## src/rtl/alarm_pkg.sv

```systemverilog
// Shared state encoding, field mask and sizing helpers for the alarm ringer.
package alarm_pkg;

    typedef enum logic [1:0] {
        IDLE    = 2'd0,
        RINGING = 2'd1,
        SNOOZE  = 2'd2
    } alarm_state_e;

    // Packed time word {s1,s10,A,m1,m10,A,h1,h10}; the two A nibbles are separators.
    localparam logic [31:0] FIELD_MASK = 32'hFF0FF0FF;
    localparam logic [3:0]  SEP_NIBBLE = 4'hA;

    // Bits needed to hold 0..max_val, never less than one.
    function automatic int cnt_w(input int max_val);
        return (max_val < 2) ? 1 : $clog2(max_val + 1);
    endfunction

    function automatic logic time_match(input logic [31:0] a, input logic [31:0] b);
        return ((a ^ b) & FIELD_MASK) == 32'd0;
    endfunction

endpackage

```

## src/rtl/alarm_ringer_if.sv

```systemverilog
// Time/control inputs and ring/buzzer outputs between the alarm blocks and the ringer.
interface alarm_ringer_if;

    logic [31:0] Alarm_data;
    logic [31:0] Time_data;
    logic        Tick_1Hz;
    logic        Alarm_en;
    logic        Stop;
    logic        Snooze;
    logic        Ring;
    logic        Snooze_active;
    logic        Buzzer;

    modport master (
        output Alarm_data, Time_data, Tick_1Hz, Alarm_en, Stop, Snooze,
        input  Ring, Snooze_active, Buzzer
    );

    modport slave (
        input  Alarm_data, Time_data, Tick_1Hz, Alarm_en, Stop, Snooze,
        output Ring, Snooze_active, Buzzer
    );

endinterface

```

## src/rtl/tone_gen.sv

```systemverilog
// Square-wave tone source: toggles every HALF enabled cycles, parked low while disabled.
module tone_gen
    import alarm_pkg::*;
#(
    parameter int HALF = 5
) (
    input  logic Clk,
    input  logic Reset_n,
    input  logic en,
    output logic tone
);

    localparam int CW = cnt_w(HALF - 1);

    logic [CW-1:0] div_cnt;

    // Held at zero while disabled so each enable starts with a full low half-period.
    always_ff @(posedge Clk or negedge Reset_n) begin
        if (!Reset_n) begin
            div_cnt <= '0;
            tone    <= 1'b0;
        end else if (!en) begin
            div_cnt <= '0;
            tone    <= 1'b0;
        end else if (div_cnt == CW'(HALF - 1)) begin
            div_cnt <= '0;
            tone    <= ~tone;
        end else begin
            div_cnt <= div_cnt + 1'b1;
        end
    end

endmodule

```

## src/rtl/alarm_ringer.sv

```systemverilog
// Fires on the first cycle the running time matches the alarm time, then runs
// the ring / snooze / stop sequence and drives a gated buzzer tone.
module alarm_ringer
    import alarm_pkg::*;
#(
    parameter int CLK_FREQ       = 50_000_000,
    parameter int TONE_HZ        = 2_000,
    parameter int RING_TIMEOUT_S = 60,
    parameter int SNOOZE_S       = 300,
    parameter int MAX_SNOOZE     = 3
) (
    input  logic           Clk,
    input  logic           Reset_n,
    alarm_ringer_if.slave  bus
);

    localparam int HALF = CLK_FREQ / (2 * TONE_HZ);
    localparam int RW   = cnt_w(RING_TIMEOUT_S - 1);
    localparam int SW   = cnt_w(SNOOZE_S - 1);
    localparam int NW   = cnt_w(MAX_SNOOZE);

    alarm_state_e  state, state_nxt;
    logic [RW-1:0] ring_cnt, ring_cnt_nxt;
    logic [SW-1:0] snz_cnt, snz_cnt_nxt;
    logic [NW-1:0] snz_num, snz_num_nxt;
    logic          beep_on, beep_on_nxt;
    logic          match, match_q, match_rise;
    logic          tone;

    // Only the rising edge fires, so a Stop inside the matching second stays stopped.
    assign match      = time_match(bus.Alarm_data, bus.Time_data);
    assign match_rise = match & ~match_q;

    always_ff @(posedge Clk or negedge Reset_n) begin
        if (!Reset_n) begin
            state    <= IDLE;
            ring_cnt <= '0;
            snz_cnt  <= '0;
            snz_num  <= '0;
            beep_on  <= 1'b0;
            match_q  <= 1'b0;
        end else begin
            state    <= state_nxt;
            ring_cnt <= ring_cnt_nxt;
            snz_cnt  <= snz_cnt_nxt;
            snz_num  <= snz_num_nxt;
            beep_on  <= beep_on_nxt;
            match_q  <= match;
        end
    end

    // Per-cycle priority: Stop, then disarm, then Snooze, then the second tick.
    always_comb begin
        state_nxt    = state;
        ring_cnt_nxt = ring_cnt;
        snz_cnt_nxt  = snz_cnt;
        snz_num_nxt  = snz_num;
        beep_on_nxt  = beep_on;
        case (state)
            IDLE: begin
                if (!bus.Stop && bus.Alarm_en && match_rise) begin
                    state_nxt    = RINGING;
                    ring_cnt_nxt = '0;
                    snz_num_nxt  = '0;
                    beep_on_nxt  = 1'b1;
                end
            end
            RINGING: begin
                if (bus.Stop || !bus.Alarm_en) begin
                    state_nxt = IDLE;
                end else if (bus.Snooze) begin
                    if (snz_num < NW'(MAX_SNOOZE)) begin
                        state_nxt   = SNOOZE;
                        snz_cnt_nxt = '0;
                        snz_num_nxt = snz_num + 1'b1;
                    end else begin
                        state_nxt = IDLE;
                    end
                end else if (bus.Tick_1Hz) begin
                    if (ring_cnt == RW'(RING_TIMEOUT_S - 1)) begin
                        state_nxt = IDLE;
                    end else begin
                        ring_cnt_nxt = ring_cnt + 1'b1;
                        beep_on_nxt  = ~beep_on;
                    end
                end
            end
            SNOOZE: begin
                if (bus.Stop || !bus.Alarm_en) begin
                    state_nxt = IDLE;
                end else if (bus.Tick_1Hz) begin
                    if (snz_cnt == SW'(SNOOZE_S - 1)) begin
                        state_nxt    = RINGING;
                        ring_cnt_nxt = '0;
                        beep_on_nxt  = 1'b1;
                    end else begin
                        snz_cnt_nxt = snz_cnt + 1'b1;
                    end
                end
            end
            default: state_nxt = IDLE;
        endcase
    end

    tone_gen #(.HALF(HALF)) u_tone (
        .Clk     (Clk),
        .Reset_n (Reset_n),
        .en      (state == RINGING),
        .tone    (tone)
    );

    always_ff @(posedge Clk or negedge Reset_n) begin
        if (!Reset_n) begin
            bus.Ring          <= 1'b0;
            bus.Snooze_active <= 1'b0;
            bus.Buzzer        <= 1'b0;
        end else begin
            bus.Ring          <= (state == RINGING);
            bus.Snooze_active <= (state == SNOOZE);
            bus.Buzzer        <= tone & beep_on & (state == RINGING);
        end
    end

endmodule

```

## src/flat_wrapper.sv

```systemverilog
// flat-port wrapper written by rule: the top's interface ports become plain ports
module alarm_ringer_flat import alarm_pkg::*;
#(
    parameter int CLK_FREQ       = 50_000_000,
    parameter int TONE_HZ        = 2_000,
    parameter int RING_TIMEOUT_S = 60,
    parameter int SNOOZE_S       = 300,
    parameter int MAX_SNOOZE     = 3
)
  (Clk, Reset_n, bus_Alarm_data, bus_Time_data, bus_Tick_1Hz, bus_Alarm_en, bus_Stop, bus_Snooze, bus_Ring, bus_Snooze_active, bus_Buzzer);
  alarm_ringer_if bus_i ();
  input  logic Clk;
  input  logic Reset_n;
  input wire logic [$bits(bus_i.Alarm_data)-1:0] bus_Alarm_data;
  input wire logic [$bits(bus_i.Time_data)-1:0] bus_Time_data;
  input wire logic [$bits(bus_i.Tick_1Hz)-1:0] bus_Tick_1Hz;
  input wire logic [$bits(bus_i.Alarm_en)-1:0] bus_Alarm_en;
  input wire logic [$bits(bus_i.Stop)-1:0] bus_Stop;
  input wire logic [$bits(bus_i.Snooze)-1:0] bus_Snooze;
  output wire logic [$bits(bus_i.Ring)-1:0] bus_Ring;
  output wire logic [$bits(bus_i.Snooze_active)-1:0] bus_Snooze_active;
  output wire logic [$bits(bus_i.Buzzer)-1:0] bus_Buzzer;
  assign bus_i.Alarm_data = bus_Alarm_data;
  assign bus_i.Time_data = bus_Time_data;
  assign bus_i.Tick_1Hz = bus_Tick_1Hz;
  assign bus_i.Alarm_en = bus_Alarm_en;
  assign bus_i.Stop = bus_Stop;
  assign bus_i.Snooze = bus_Snooze;
  assign bus_Ring = bus_i.Ring;
  assign bus_Snooze_active = bus_i.Snooze_active;
  assign bus_Buzzer = bus_i.Buzzer;
  alarm_ringer #(.CLK_FREQ(CLK_FREQ), .TONE_HZ(TONE_HZ), .RING_TIMEOUT_S(RING_TIMEOUT_S), .SNOOZE_S(SNOOZE_S), .MAX_SNOOZE(MAX_SNOOZE)) u_core (.Clk(Clk), .Reset_n(Reset_n), .bus(bus_i));
endmodule
```

## config.mk

```make
export PLATFORM = sky130hd
export DESIGN_NAME = alarm_ringer_flat
export DESIGN_NICKNAME = d
export VERILOG_FILES = /design/src/rtl/alarm_pkg.sv /design/src/rtl/alarm_ringer_if.sv /design/src/rtl/tone_gen.sv /design/src/rtl/alarm_ringer.sv /design/src/flat_wrapper.sv
export SDC_FILE = /design/constraint.sdc
export NUM_CORES = 1
export LEC_CHECK = 0
export CORE_ASPECT_RATIO = 0.6
export CORE_MARGIN = 4
export CORE_UTILIZATION = 46
export DETAILED_ROUTE_END_ITERATION = 12
export PLACE_DENSITY = 0.8
export SLEW_MARGIN = 20
export SYNTH_ARGS = -nofsm -noshare
export SYNTH_HDL_FRONTEND = slang
export SYNTH_SLANG_ARGS = --single-unit
```

## constraint.sdc

```tcl
create_clock -name Clk -period 2.55 [get_ports Clk]
set_input_delay 0.3825 -clock Clk [delete_from_list [all_inputs] [get_ports Clk]]
set_output_delay 0.3825 -clock Clk [all_outputs]
set_load 0.05 [all_outputs]
```

### Word-level counts from Yosys, hierarchy flattened

Index checks and enable logic that the tools add are counted.

* $add $sub $neg: 4
* $lt $le $gt $ge: 1
* multiplexer cells: 44
* bitwise logic cells: 7
* reduce and logical (&&, ||, !) cells: 14
* equal/unequal tests: 21

Operators by type and width (count)
* $mux W9: 6
* $mux W6: 8
* $logic_not A32 Y1: 1
* $xor A32 B32 Y32: 1
* $mux W14: 2
* $mux W2: 13
* $pmux W6 S3: 1
* $pmux W9 S2: 1
* $ne A2 B2 Y1 const B: 8
* $add A14 B1 Y14 const B: 1
* $eq A14 B14 Y1 const B: 1
* $mux W1: 10
* $reduce_and A5 Y1: 2
* $add A9 B1 Y9 const B: 1
* $eq A9 B9 Y1 const B: 1
* $reduce_and A9 Y1: 1
* $ne A2 B1 Y1 const B: 4
* $reduce_and A7 Y1: 1
* $add A6 B1 Y6 const B: 1
* $eq A6 B6 Y1 const B: 1
* $pmux W2 S3: 1
* $ne A4 B2 Y1 const B: 1
* $ne A4 B3 Y1 const B: 1
* $pmux W2 S2: 1
* other kinds (15): 22

* register bits: 39
* input port bits: 70
* logic and storage cells: 102
* output and inout port bits: 3

### Logic depth before layout (Yosys ltp)

Gate-level depths: netlist of the first run.

* depth in word-level cells: 6
* gate-level depth with buffers: 8
* gate-level depth less buffers: 7

### By module

Synthesis of the first run repeated with hierarchy kept, for this count alone.

* cell total of the unflattened synthesis: 235
* area total of the unflattened synthesis: 2282.2 µm²

By module, submodules not included
* alarm_ringer: instances 1, cells each 165, area each 1542.7 µm², sequential area each 600.6 µm²
* tone_gen: instances 1, cells each 70, area each 739.5 µm², sequential area each 375.4 µm²

### Worst setup path after synthesis of the first run

OpenSTA, ideal clock, no wires.

* kind: reg-to-reg
* from: register u_core.snz_cnt[0]
* to: register u_core.snz_cnt[5]
* library setup time: 77 ps
* slack: 499 ps
* required time: 2473 ps
* stages on the path, launching flop included: 7
* arrival: 1973 ps
* path buffers: 0
* period minus slack after synthesis: 2051 ps
* cells stage by stage: dfrtp_1 ha_1 and3_1 a311oi_1 o211ai_1 or3_1 a21oi_1

* cells in the longest elaborated chain, start to end: 5
* elaborated cells on any way between the ends: 8
* classes of those cells: add/sub (1); eq/ne (2); mux (4); reduce/logical (1)

RTL lines
* from (decl): line alarm_ringer.sv:24 `logic [SW-1:0] snz_cnt, snz_cnt_nxt;`
* from (signal assigned): line alarm_ringer.sv:45 `snz_cnt <= snz_cnt_nxt;`
* $add A9 B1 Y9: line alarm_ringer.sv:97 `snz_cnt_nxt = snz_cnt + 1'b1;`
* $mux W9: line alarm_ringer.sv:92 `if (snz_cnt == SW'(SNOOZE_S - 1)) begin`
* $mux W9: line alarm_ringer.sv:91 `end else if (bus.Tick_1Hz) begin`
* $mux W9: line alarm_ringer.sv:89 `if (bus.Stop || !bus.Alarm_en) begin`
* $pmux W9 S2: line alarm_ringer.sv:59 `case (state)`

Several ways; a longest one is shown, not always the timed one. The select of a mux whose other input is x is not followed.
A chain may end at the register's enable or synchronous reset.

### Final worst setup path of the first run

* from: register u_core.snz_cnt[0]
* to: register u_core.ring_cnt[5]

* cells in the longest elaborated chain, start to end: 3

RTL lines
* $eq A9 B9 Y1: line alarm_ringer.sv:92
* $ne A2 B1 Y1 (no line)
* $reduce_and A9 Y1 (no line)
* to (signal assigned): line alarm_ringer.sv:44 `ring_cnt <= ring_cnt_nxt;`
* to (decl): line alarm_ringer.sv:23 `logic [RW-1:0] ring_cnt, ring_cnt_nxt;`

No other way between the ends.

==> impl_summary.md, run 1 <==
CTS
After clock tree synthesis, the clock-pin slew on the worst setup and hold paths is 80 ps. The clock tree from TritonCTS is built. The setup fix buffers added after clock tree synthesis is 0. The TritonCTS buffer count is 5. CTS saw 39 sinks. The H-tree generated during clock tree synthesis spans 2 levels.

In this run, post-CTS repair resized a total of 0 instances. Clock tree synthesis selected as its root buffer the cell sky130_fd_sc_hd__clkbuf_8. The number of buffers between clock root and the deepest sink is 2. The clock network latency to the later pin of the worst-skew pair is 300 ps.

The number of hold buffers added after CTS was 0.

Layout
The final net count is 375. The total of fill cells in the finished design is 400. The area occupied by multi-input gates is 1210 um^2. Across the whole layout, storage elements account for ~980 um^2.

The number of diodes added for antenna fixing is 0. The growth of design area from synthesis to finish is 31.9%. The layout cell share with drive strength beyond 1 is 6.29%.

Floorplanning
The area of the placeable core is 4660 um^2. For this design the top-level I/O count stands at 73. The die boundary height is slightly above 60 um. The overall die area is 6130 um^2. Once the floorplan was initialized, standard cells occupied 48.4% of the core.

The floorplan has 19 rows. From left edge to right edge, the die measures between 90 and 100 um.

STA
The pin slew with the least headroom to its limit is 855 ps. Dividing the final minimum period by the clock period gives 89.6%. The worst pin sits at a relative slew slack of 43.0%. Setup violations remaining at the end of the flow were counted as 0. The highest clock rate is 438 MHz. The minimum clock period is 2290 ps.

The number of hold violations in the final report is 0. The final total negative setup slack is 0 ps. The number of max-slew violations in the final report was 0.

Setup slack closes at 265 ps. Setup repair after global routing left no endpoint under its margin. The setup clock skew after layout is between 6 and 7 ps.

Global routing
In the global route stage, overall resource usage came out at 17.2%. The wire length of the first global-routing pass is 8620 um. The via count of the first global-routing pass was 1,976. The number of antenna violations at the first check in global routing was 0.

The total overflow left after global routing is 0. The largest net degree at the start of global routing is 40.

Setup path
The worst setup path is captured at a flip-flop. The type of the worst setup path is flip-flop to flip-flop. Data arrives at the worst endpoint at 2500 ps. The maximum net fanout on the critical path is 10. For the worst setup path, the data required time is 2770 ps. STA classifies the critical path startpoint as a flip-flop.

Drt
In the final routed layout, each cell accounts on average for 13.9 um. The post-detailed-route count of antenna-violating nets is 0. The number of violations reported at the end of detailed-routing iteration 0 is 79. The final routed DRC violation total is 0. The length of the first detailed-routing pass in iterations is 5. The overall routed net length is 5090 um. The via count normalized by instance count is 5.41. The total vias in the final route is slightly below 2,000.

Synth
The most used flip-flop cell after synthesis is sky130_fd_sc_hd__dfrtp_1. After synthesis, the most frequently instantiated cells are 39 x sky130_fd_sc_hd__dfrtp_1, 29 x sky130_fd_sc_hd__xnor2_1, 25 x sky130_fd_sc_hd__nor2_1. The cell accounting for the most synthesized area is sky130_fd_sc_hd__dfrtp_1.

The async set-or-reset flop fraction in the synthesized netlist is 100%. Synthesis produced a netlist with a net count of 313. The flip-flop and latch count after synthesis is 39. After synthesis, the largest area contributor takes up a little over two fifths of total cell area.

In the post-synthesis netlist, the biggest area contributors are sky130_fd_sc_hd__dfrtp_1 43%, sky130_fd_sc_hd__xnor2_1 11%, sky130_fd_sc_hd__xor2_1 4.7%. The synthesized netlist contains 42 unique library cells. The gate count of the mapped netlist is approximately 240. The number of synthesized flops with an enable pin is 0. After synthesis the cells add up to 2260 um^2. sky130_fd_sc_hd__dfrtp_1 is the most common cell in the netlist.

The Yosys warning count is 0. Averaged over all synthesized cells, the footprint is 9.44 um^2. The share of the Yosys chip area taken by registers is 43.2%.

Run
The tool flagged a number of max-cap violations equal to 0.

Placement
The worst slack at placement is 20.3 ps. Buffers placed on the I/O ports in this run total 56. The congestion estimate from routability-driven global placement came to 0.834.

The wire-length estimate of the detail-placed layout is roughly 4100 um.

Power
The leakage power summed over all cells is approximately 1.2 nW. Summing internal, switching and leakage power gives 1.18 mW. The worst ir drop on vdd is 0.240 mV.

The total power density per cell area is around 400 nW/um^2.

Outcome
The flow ran to the end, and the final reports show no timing, DRC or antenna violations.

Hold path
The worst hold path belongs to the class primary input to asynchronous set/reset pin.
-- report_power, final --
part	switching (mW)	internal [mW]	leakage, nW
combinational	0.0482	0.0984	0.633
sequential	0.000000144	0.618	0.535
clock	0.225	0.190	0.0402
total	0.273	0.906	1.21
-- stage by stage --
stage | utilization (%) | std cells | area, um^2 | hold WS (ps)
after global routing | 63.9 | 365 | 2980 | 285
after floorplan | - | 239 | 2260 | 86.9
after CTS | 63.9 | 365 | 2980 | 223
final | 63.9 | 365 | 2980 | 195
after global placement | 62.0 | 357 | 2890 | 472
after detailed placement | 62.0 | 357 | 2890 | 500
-- state kept, by name, summed over array words and instances (netlist names) --
| register | cells |
|---|---|
| u_core.ring_cnt | 6 |
| u_core.match_q | 1 |
| u_core.bus.Snooze_active | 1 |
| u_core.bus.Buzzer | 1 |
| u_core.snz_cnt | 9 |
| u_core.beep_on | 1 |
| u_core.u_tone.div_cnt | 14 |
| u_core.state | 2 |
| u_core.u_tone.tone | 1 |
| u_core.snz_num | 2 |
| u_core.bus.Ring | 1 |
-- cell usage in the layout (no fill, tap or decap), drive strengths merged, types with 3 or more instances in the layout --
cell type	n
nor4	4
and3	5
buf	5
ha	4
a21oi	7
dfrtp	39
xnor2	29
a31oi	5
nand3	15
nor3	5
o21ai	11
clkbuf	5
o211ai	3
xor2	12
nand2	18
inv	9
nor2	25
clkdlybuf4s50	55
or3	6
nand4	12
-- critical path: stages (launching register included) --
cell and delay [ps]:
sky130_fd_sc_hd__dfrtp_1 420, sky130_fd_sc_hd__ha_1 210, sky130_fd_sc_hd__and3_1 210, sky130_fd_sc_hd__a311oi_1 140, sky130_fd_sc_hd__buf_4 170, sky130_fd_sc_hd__a21o_1 260
sky130_fd_sc_hd__or3_1 400, sky130_fd_sc_hd__a211o_1 280, sky130_fd_sc_hd__a31oi_1 120
-- metal layers --
layer / vias up / part of all wire, % / global-route usage (%)
met5: - / 0 / 0
met4: 0 / 0.49 / 4.09
li1: 975 / - / -
met1: 934 / 46 / 22.4
met3: 2 / 8.4 / 6.49
met2: 63 / 45 / 27.0
-- worst paths after layout --
kind | start | end | slack, ps | cells past startpoint
worst min-delay path | Reset_n | u_core.u_tone.div_cnt[4] | 190 | 1
worst min register to register | u_core.u_tone.div_cnt[0] | u_core.u_tone.div_cnt[0] | 510 | 1
min in group Clk | u_core.u_tone.div_cnt[0] | u_core.u_tone.div_cnt[0] | 510 | 1
worst max-delay path | u_core.snz_cnt[0] | u_core.ring_cnt[5] | 260 | 8
worst max register to register | u_core.snz_cnt[0] | u_core.ring_cnt[5] | 260 | 8
max in group asynchronous | Reset_n | u_core.bus.Snooze_active | 1820 | 1
-- area by class of cell --
| cell class | instances | share of cell area, % |
|---|---|---|
| multi-input cells | 186 | 40.8 |
| clock buffers | 5 | 2.31 |
| repair buffers | 60 | 19.7 |
| well taps | 63 | 2.65 |
| inverters | 9 | 1.13 |
| flip-flops and latches | 39 | 32.8 |
| clock inverters | 3 | 0.673 |
-- cell families (layout without fill, tap and decap cells) --
family                   count (synthesis)  after routing  share of synthesized area, %
AO/OA/AOI/OAI                           37             37                          10.4
XOR/XNOR                                41             41                          15.9
adder cells (fa/ha/maj)                  4              4                          2.22
buffers and inverters                   14             77                          2.99
flip-flops                              39             39                          43.2
multiplexers                             1              1                         0.443
AND/OR/NAND/NOR                        103            103                          24.8
Power figures use the tool's default switching activity.
==> inputs of run 2 (changes only) <==
--- a/config.mk
+++ b/config.mk
@@ -9,6 +9,7 @@
 export CORE_MARGIN = 4
 export CORE_UTILIZATION = 46
 export DETAILED_ROUTE_END_ITERATION = 12
+export MAX_ROUTING_LAYER = met4
 export PLACE_DENSITY = 0.8
 export SLEW_MARGIN = 20
 export SYNTH_ARGS = -nofsm -noshare
==> run 2 against run 1 <==
Setup slack lost 15 ps. Die area is the same. Flip-flop and latch count is the same. Clock skew grew 3.0 ps. Combinational power is essentially flat. Core utilization is the same. Critical path type unchanged. Critical endpoint unchanged.
==> impl_summary.md, run 2 (synthesis gave the netlist of run 1 again) <==
Outcome
The flow ran to the end, and the final reports show no timing, DRC or antenna violations.

Floorplanning
The die boundary height is 62.3 um (unchanged). The I/O pin count is 73 (unchanged). The overall die area is 6130 um^2 (unchanged). The floorplan row count came to 19 (unchanged). The area of the placeable core is 4660 um^2 (unchanged). The die extent in x was 98.4 um (unchanged). The initial core utilization is 48.4% (unchanged).

Setup path
The longest individual stage delay on the worst path is 420 ps (about the same). In this run the worst setup path begins at u_core.snz_cnt[0]. The critical path in this run is classified as flip-flop to flip-flop. The minimum setup slack among reg-to-reg paths is 250 ps (about the same).

The logic depth of the worst register-to-register path is 8 (unchanged). The worst register-to-register path ends at u_core.ring_cnt[5]. The launch point of the worst reg-to-reg path is u_core.snz_cnt[0].

The worst setup path is captured at a flip-flop. The critical path data required time was 2760 ps (about the same). The data arrival at the endpoint of the critical path is 2510 ps (about the same).

The maximum net fanout on the critical path came to 10 (unchanged). The slowest stage of the critical path is the sky130_fd_sc_hd__dfrtp_1 cell. STA classifies the critical path startpoint as a flip-flop.

The signal on the critical path passes through ha_1, and3_1, a311oi_1, buf_4, a21o_1, or3_1, a211o_1, a31oi_1. The critical path endpoint is u_core.ring_cnt[5].

Global routing
The number of antenna violations at the first check in global routing is 0 (unchanged). The remaining global-route overflow is 0 (unchanged). The via count of the first global-routing pass was 1,970 (-0.30%). The largest net degree at the start of global routing was 40 (unchanged).

The combined global-route utilization of all metal layers is 17.7% (+0.49 points). The wire length of the first global-routing pass is 8600 um (-0.16%).

CTS
The clock network latency to the later pin of the worst-skew pair came to 290 ps (about the same). The clock tree from TritonCTS is built. The number of buffers between clock root and the deepest sink is 2 (unchanged). The depth of the CTS H-tree is 2 (unchanged). The TritonCTS buffer count was 5 (unchanged). The setup fix buffers added after clock tree synthesis came to 0 (unchanged). The clock transition at the registers of the reported paths is 80 ps (about the same). The clock sink count is 39 (unchanged). The hold-fix buffer count after cts was 0 (unchanged). The clock root buffer is sky130_fd_sc_hd__clkbuf_8. The quantity of gates resized following cts is 0 (unchanged).

Placement
The area of placed instances is 2890 um^2 (unchanged). The half-perimeter wire length of the detailed placement result is 4060 um (unchanged). The number of buffer cells added on primary ports is 56 (unchanged). The routability congestion estimate is 0.847 (+1.5%).

Drt
The post-detailed-route count of antenna-violating nets is 0 (unchanged). The highest metal layer carrying signal wires in the routed design is met4. The total met3 wirelength after detailed routing came to 356 um (-17%).

The overall routed net length is 5070 um (-0.24%). The total vias in the final route is 1,974 (unchanged). The length of the first detailed-routing pass in iterations is 5 (unchanged). The number of violations reported at the end of detailed-routing iteration 0 is 78 (-1.3%). The wire length the detailed router placed on met1 came to 2440 um (+3.7%). The final routed DRC violation total is 0 (unchanged). The wire length per cell was 13.9 um (-0.24%). The via count normalized by instance count came to 5.41 (unchanged). The met2 wirelength from detailed routing was 2250 um (-1.4%).

Layout
The most flop-heavy register is u_core.u_tone.div_cnt. The layout cell share with drive strength beyond 1 is 6.29% (unchanged). The growth of design area from synthesis to finish came to 31.9% (unchanged). The post-route cell area was 2980 um^2 (unchanged). The total of fill cells in the finished design came to 400 (unchanged). The library cell used most frequently in the layout, excluding fill and tap cells, is sky130_fd_sc_hd__clkdlybuf4s50_1.

The number of diodes added for antenna fixing was 0 (unchanged). The final net count is 375 (unchanged). The number of flip-flops under the largest register name is 14 (unchanged). The utilization after layout is 63.9% (unchanged).

In the layout the commonest cells are 55 x sky130_fd_sc_hd__clkdlybuf4s50_1, 39 x sky130_fd_sc_hd__dfrtp_1, 29 x sky130_fd_sc_hd__xnor2_1. The largest registers in the layout are u_core.u_tone.div_cnt (14), u_core.snz_cnt (9), u_core.ring_cnt (6).

STA
The remaining max-slew budget at the tightest pin is 42.4% (-0.56 points). The final-report setup violation count is 0 (unchanged). The setup clock skew after layout is 8.98 ps (+2.97 ps). The final total negative setup slack came to 0 ps (unchanged).

The minimum clock period is 2300 ps (+14.5 ps). The number of max-slew violations in the final report is 0 (unchanged). The highest clock rate was 435 MHz (-0.63%).

The number of hold violations in the final report is 0 (unchanged). The pin slew with the least headroom to its limit was 864 ps (+8.39 ps). The final period utilization was 90.2% (+0.57 points). Setup repair after global routing left no endpoint under its margin.

Hold path
The type of the most critical hold path is primary input to asynchronous set/reset pin.

Power
The total chip power was 1.18 mW (-0.22%). The total power density per cell area is 395 nW/um^2 (-0.22%). The worst ir drop on vdd came to 0.237 mV (-0.95%).

The leakage power summed over all cells is 1.21 nW (unchanged).

Run
The count of max-cap constraint violations is 0 (unchanged).
==> run 2: cell counts in the layout (fill, tap and decap cells not counted) <==
No cell type changed its count.
==> run 2: critical path: cells and delay by family (launching register included) <==
kind                       cells  cell delay [ps]
AOI/OAI and AO/OA              4              800
and+or+nand+nor                2              620
DFF                            1              420
adders and majority gates      1              210
buffers and inverters          1              170
==> run 2: worst min-delay path by stage <==
stage | from | endpoint | slack [ps] | cells after the start
after CTS | Reset_n | u_core.u_tone.div_cnt[4] | 220 | 1
after detailed placement | u_core.snz_num[0] | u_core.snz_num[0] | 500 | 1
after global placement | u_core.u_tone.div_cnt[0] | u_core.u_tone.div_cnt[0] | 470 | 1
after global routing | Reset_n | u_core.bus.Ring | 280 | 1
final | Reset_n | u_core.bus.Buzzer | 200 | 1
after floorplan | Reset_n | u_core.beep_on | 90 | 0
==> run 2: layout make-up <==
cell class / count / area [um^2] / area share [%]
sequential: 39 / 976 / 32.8
inverter: 9 / 33.8 / 1.13
clock inverter: 3 / 20.0 / 0.673
clock buffer: 5 / 68.8 / 2.31
timing repair buffer: 60 / 586 / 19.7
multi-input combinational: 186 / 1210 / 40.8
tap: 63 / 78.8 / 2.65
==> run 2: power breakdown <==
part           internal, mW  switching, mW
registers             0.618    0.000000145
logic                0.0984         0.0484
clock network         0.190          0.222
==> run 2: per-stage QoR <==
| step | hold WS [ps] | instances | setup WS, ps |
|---|---|---|---|
| floorplan | 86.9 | 239 | 499 |
| global placement | 472 | 357 | 83.0 |
| detailed placement | 500 | 357 | 20.3 |
| CTS | 223 | 365 | 271 |
| global route | 285 | 365 | 96.2 |
| finish | 200 | 365 | 250 |
==> run 2: layer usage <==
layer,vias to the layer above,track usage [%]
met2,83,26.9
met1,915,23.6
met3,4,4.81
li1,972,-
met5,-,-
met4,0,4.09
==> inputs of run 3 (changes only) <==
--- a/config.mk
+++ b/config.mk
@@ -6,7 +6,6 @@
 export NUM_CORES = 1
 export LEC_CHECK = 0
 export CORE_ASPECT_RATIO = 0.6
-export CORE_MARGIN = 4
 export CORE_UTILIZATION = 46
 export DETAILED_ROUTE_END_ITERATION = 12
 export MAX_ROUTING_LAYER = met4
==> run 3 against run 2 <==
Final cell count is the same. Largest power group unchanged. Final area rose by 1.5%. Combinational power hardly changed. Via count decreased by 0.76%. Sequential share of layout area fell by 0.48 points. Power up 17%. Highest routed layer unchanged. Maximum frequency is 1.1% lower. Flip-flop and latch count unchanged. Clock power rose by 48%.
==> impl_summary.md, run 3 (synthesis gave the netlist of run 1 again) <==
Outcome
The flow ran to the end, and the final reports show no timing, DRC or antenna violations.

CTS
The depth of the CTS H-tree is 2 (unchanged). TritonCTS built the clock tree. The hold-fix buffer count after cts is 0 (unchanged). The TritonCTS buffer count is 5 (unchanged). The clock sink count is 39 (unchanged).

The clock root buffer is sky130_fd_sc_hd__clkbuf_8. The number of buffers between clock root and the deepest sink was 2 (unchanged). The quantity of gates resized following cts is 0 (unchanged). The clock network latency to the later pin of the worst-skew pair came to 290 ps (about the same). The setup fix buffers added after clock tree synthesis is 0 (unchanged). The clock transition at the registers of the reported paths was 80 ps (about the same).

Setup path
For this design, the slowest cell found on the critical path is sky130_fd_sc_hd__dfrtp_1. Tracing the worst setup path back leads to its startpoint at u_core.snz_cnt[0]. The startpoint class of the critical path is a flip-flop. The data arrival at the endpoint of the critical path is 2530 ps (+20 ps). The logic depth of the worst register-to-register path is 8 (unchanged). By startpoint and endpoint, the worst setup path is classified as flip-flop to flip-flop. Traced cell by cell, the critical path runs through ha_1, and3_1, a311oi_1, buf_4, a21o_1, or3_1, a211o_1, a31oi_1. The type of destination of the critical path is a flip-flop. Broken down by cell family, the worst path's largest delay share belongs to compound AO/OA/AOI/OAI gates. The launch point of the worst reg-to-reg path is u_core.snz_cnt[0].

The maximum net fanout on the critical path is 10 (unchanged). The critical path data required time was 2760 ps (about the same). The longest individual stage delay on the worst path is 420 ps (about the same). The cell depth of the worst setup path was 8 (unchanged). The buffers plus inverters on the worst setup path was 1 (unchanged).

Placement
The area of placed instances came to 2890 um^2 (unchanged). The number of buffer cells added on primary ports is 56 (unchanged). The half-perimeter wire length of the detailed placement result is 3660 um (-9.8%). The routability congestion estimate was 0.844 (-0.40%).

STA
The remaining max-slew budget at the tightest pin is 42.3% (-0.078 points). The number of max-slew violations in the final report is 0 (unchanged). The final-report setup violation count is 0 (unchanged). The highest clock rate is 430 MHz (-1.1%). The final total negative setup slack was 0 ps (unchanged). The final period utilization was 91.2% (+1.0 points). The pin slew with the least headroom to its limit is 865 ps (+1.17 ps). The number of hold violations in the final report came to 0 (unchanged). Setup repair after global routing left no endpoint under its margin. The minimum clock period came to 2330 ps (+25.9 ps). The setup clock skew after layout is 11.8 ps (+2.80 ps). The worst hold slack across all endpoints is 191 ps (-9.03 ps).

Global routing
The wire length of the first global-routing pass is 8110 um (-5.8%). The number of antenna violations at the first check in global routing came to 0 (unchanged). The largest net degree at the start of global routing was 40 (unchanged). The via count of the first global-routing pass was 1,803 (-8.5%). The combined global-route utilization of all metal layers was 20.5% (+2.9 points).

The remaining global-route overflow is 0 (unchanged).

Floorplanning
The initial core utilization was 48.7% (+0.25 points). The area of the placeable core was 4640 um^2 (-0.51%). The floorplan row count came to 19 (unchanged). The overall die area is 5200 um^2 (-15%). The I/O pin count is 73 (unchanged).

The die boundary height is 56.3 um (-9.6%). The die extent in x is 92.4 um (-6.1%).

Power
The switching power of the nets came to 0.265 mW (-1.9%). The clock share of power is 44.4% (+9.4 points). The sequential power share is 45.0% (-7.5 points). The leakage power summed over all cells is 1.23 nW (+2.1%). The internal power is 1.11 mW (+22%). The worst ir drop on vdd came to 0.218 mV (-8.3%). The part of the power in combinational logic was 10.6% (-1.9 points). The switching power as a share of total power is 19.3% (-3.7 points).

The total power density per cell area came to 454 nW/um^2 (+15%).

Layout
The final net count came to 375 (unchanged). The most flop-heavy register is u_core.u_tone.div_cnt. The library cells used most frequently in the layout, excluding fill and tap cells, are 55 x sky130_fd_sc_hd__clkdlybuf4s50_1, 39 x sky130_fd_sc_hd__dfrtp_1, 29 x sky130_fd_sc_hd__xnor2_1. The number of diodes added for antenna fixing is 0 (unchanged). The number of flip-flops under the largest register name is 14 (unchanged).

The total of fill cells in the finished design is 401 (+0.25%). In the final layout, the registers with the most flip-flops are u_core.u_tone.div_cnt (14), u_core.snz_cnt (9), u_core.ring_cnt (6). The post-route cell area is 3020 um^2 (+1.5%). The library cell used most frequently in the layout, excluding fill and tap cells, is sky130_fd_sc_hd__clkdlybuf4s50_1.

The growth of design area from synthesis to finish is 33.8%. The layout cell share with drive strength beyond 1 is 5.96% (-0.33 points).

Drt
Routed signal wires occupy layers up through met4. The overall routed net length is 4650 um (-8.3%). The wire length per cell is 12.7 um (-8.3%). The via count normalized by instance count is 5.37 (-0.76%). The total met3 wirelength after detailed routing is 342 um (-3.9%). The number of violations reported at the end of detailed-routing iteration 0 came to 113 (+45%). The met2 wirelength from detailed routing was 2020 um (-11%). The total vias in the final route is 1,959 (-0.76%). The wire length the detailed router placed on met1 is 2250 um (-7.8%). The length of the first detailed-routing pass in iterations is 4 (-1). The final routed DRC violation total is 0 (unchanged). The post-detailed-route count of antenna-violating nets is 0 (unchanged).

Hold path
The min-delay analysis places its worst path in the category primary input to asynchronous set/reset pin.

Run
The count of max-cap constraint violations is 0 (unchanged).
[run 3: cell types whose count changed in the layout (fill, tap and decap cells not counted), sizes merged]
cell,change
clkbuf,+1
bufinv,+2
clkinvlp,-2
clkinv,-1
[run 3: area by class of cell]
| type | count | area, um^2 | share of cell area [%] |
|---|---|---|---|
| Inverter | 9 | 33.8 | 1.12 |
| Sequential cell | 39 | 976 | 32.3 |
| Timing Repair Buffer | 60 | 586 | 19.4 |
| Clock inverter | 2 | 60.1 | 1.99 |
| Multi-Input combinational cell | 186 | 1210 | 40.2 |
| Tap cell | 63 | 78.8 | 2.61 |
| Clock buffer | 6 | 72.6 | 2.40 |
[run 3: power groups by stage]
stage               sequential, mW  clock, mW  combinational (mW)
global route                 0.618      0.639               0.158
global placement             0.630          0               0.146
floorplan                    0.630          0              0.0430
CTS                          0.618      0.618               0.148
finish                       0.618      0.609               0.145
detailed placement           0.630          0               0.147
[run 3: final timing paths]
kind                                             to  slack [ps]
min reg2reg                u_core.u_tone.div_cnt[0]         500
max in group asynchronous        u_core.ring_cnt[5]        1810
max                              u_core.ring_cnt[5]         220
min                        u_core.u_tone.div_cnt[5]         190
max reg2reg                      u_core.ring_cnt[5]         220
min in group Clk           u_core.u_tone.div_cnt[0]         500
[run 3: per-layer routing]
| layer | vias up | track usage (%) |
|---|---|---|
| li1 | 969 | - |
| met1 | 906 | 28.8 |
| met2 | 80 | 30.2 |
| met3 | 4 | 4.20 |
| met4 | 0 | 6.03 |
| met5 | - | - |
[run 3: worst reg2reg max path: stages (launching register included)]
cell and delay, ps:
sky130_fd_sc_hd__dfrtp_1 420, sky130_fd_sc_hd__ha_1 230, sky130_fd_sc_hd__and3_1 210, sky130_fd_sc_hd__a311oi_1 130, sky130_fd_sc_hd__buf_4 170, sky130_fd_sc_hd__a21o_1 250
sky130_fd_sc_hd__or3_1 410, sky130_fd_sc_hd__a211o_1 280, sky130_fd_sc_hd__a31oi_1 130
[run 3: metrics by stage]
step	total power, mW	setup WS [ps]	utilization (%)	cells
final	1.37	225	65.2	365
after floorplan	0.673	499	-	239
after global routing	1.42	19.7	65.2	365
after CTS	1.38	219	65.2	365
after global placement	0.776	159	62.3	357
after detailed placement	0.778	148	62.3	357
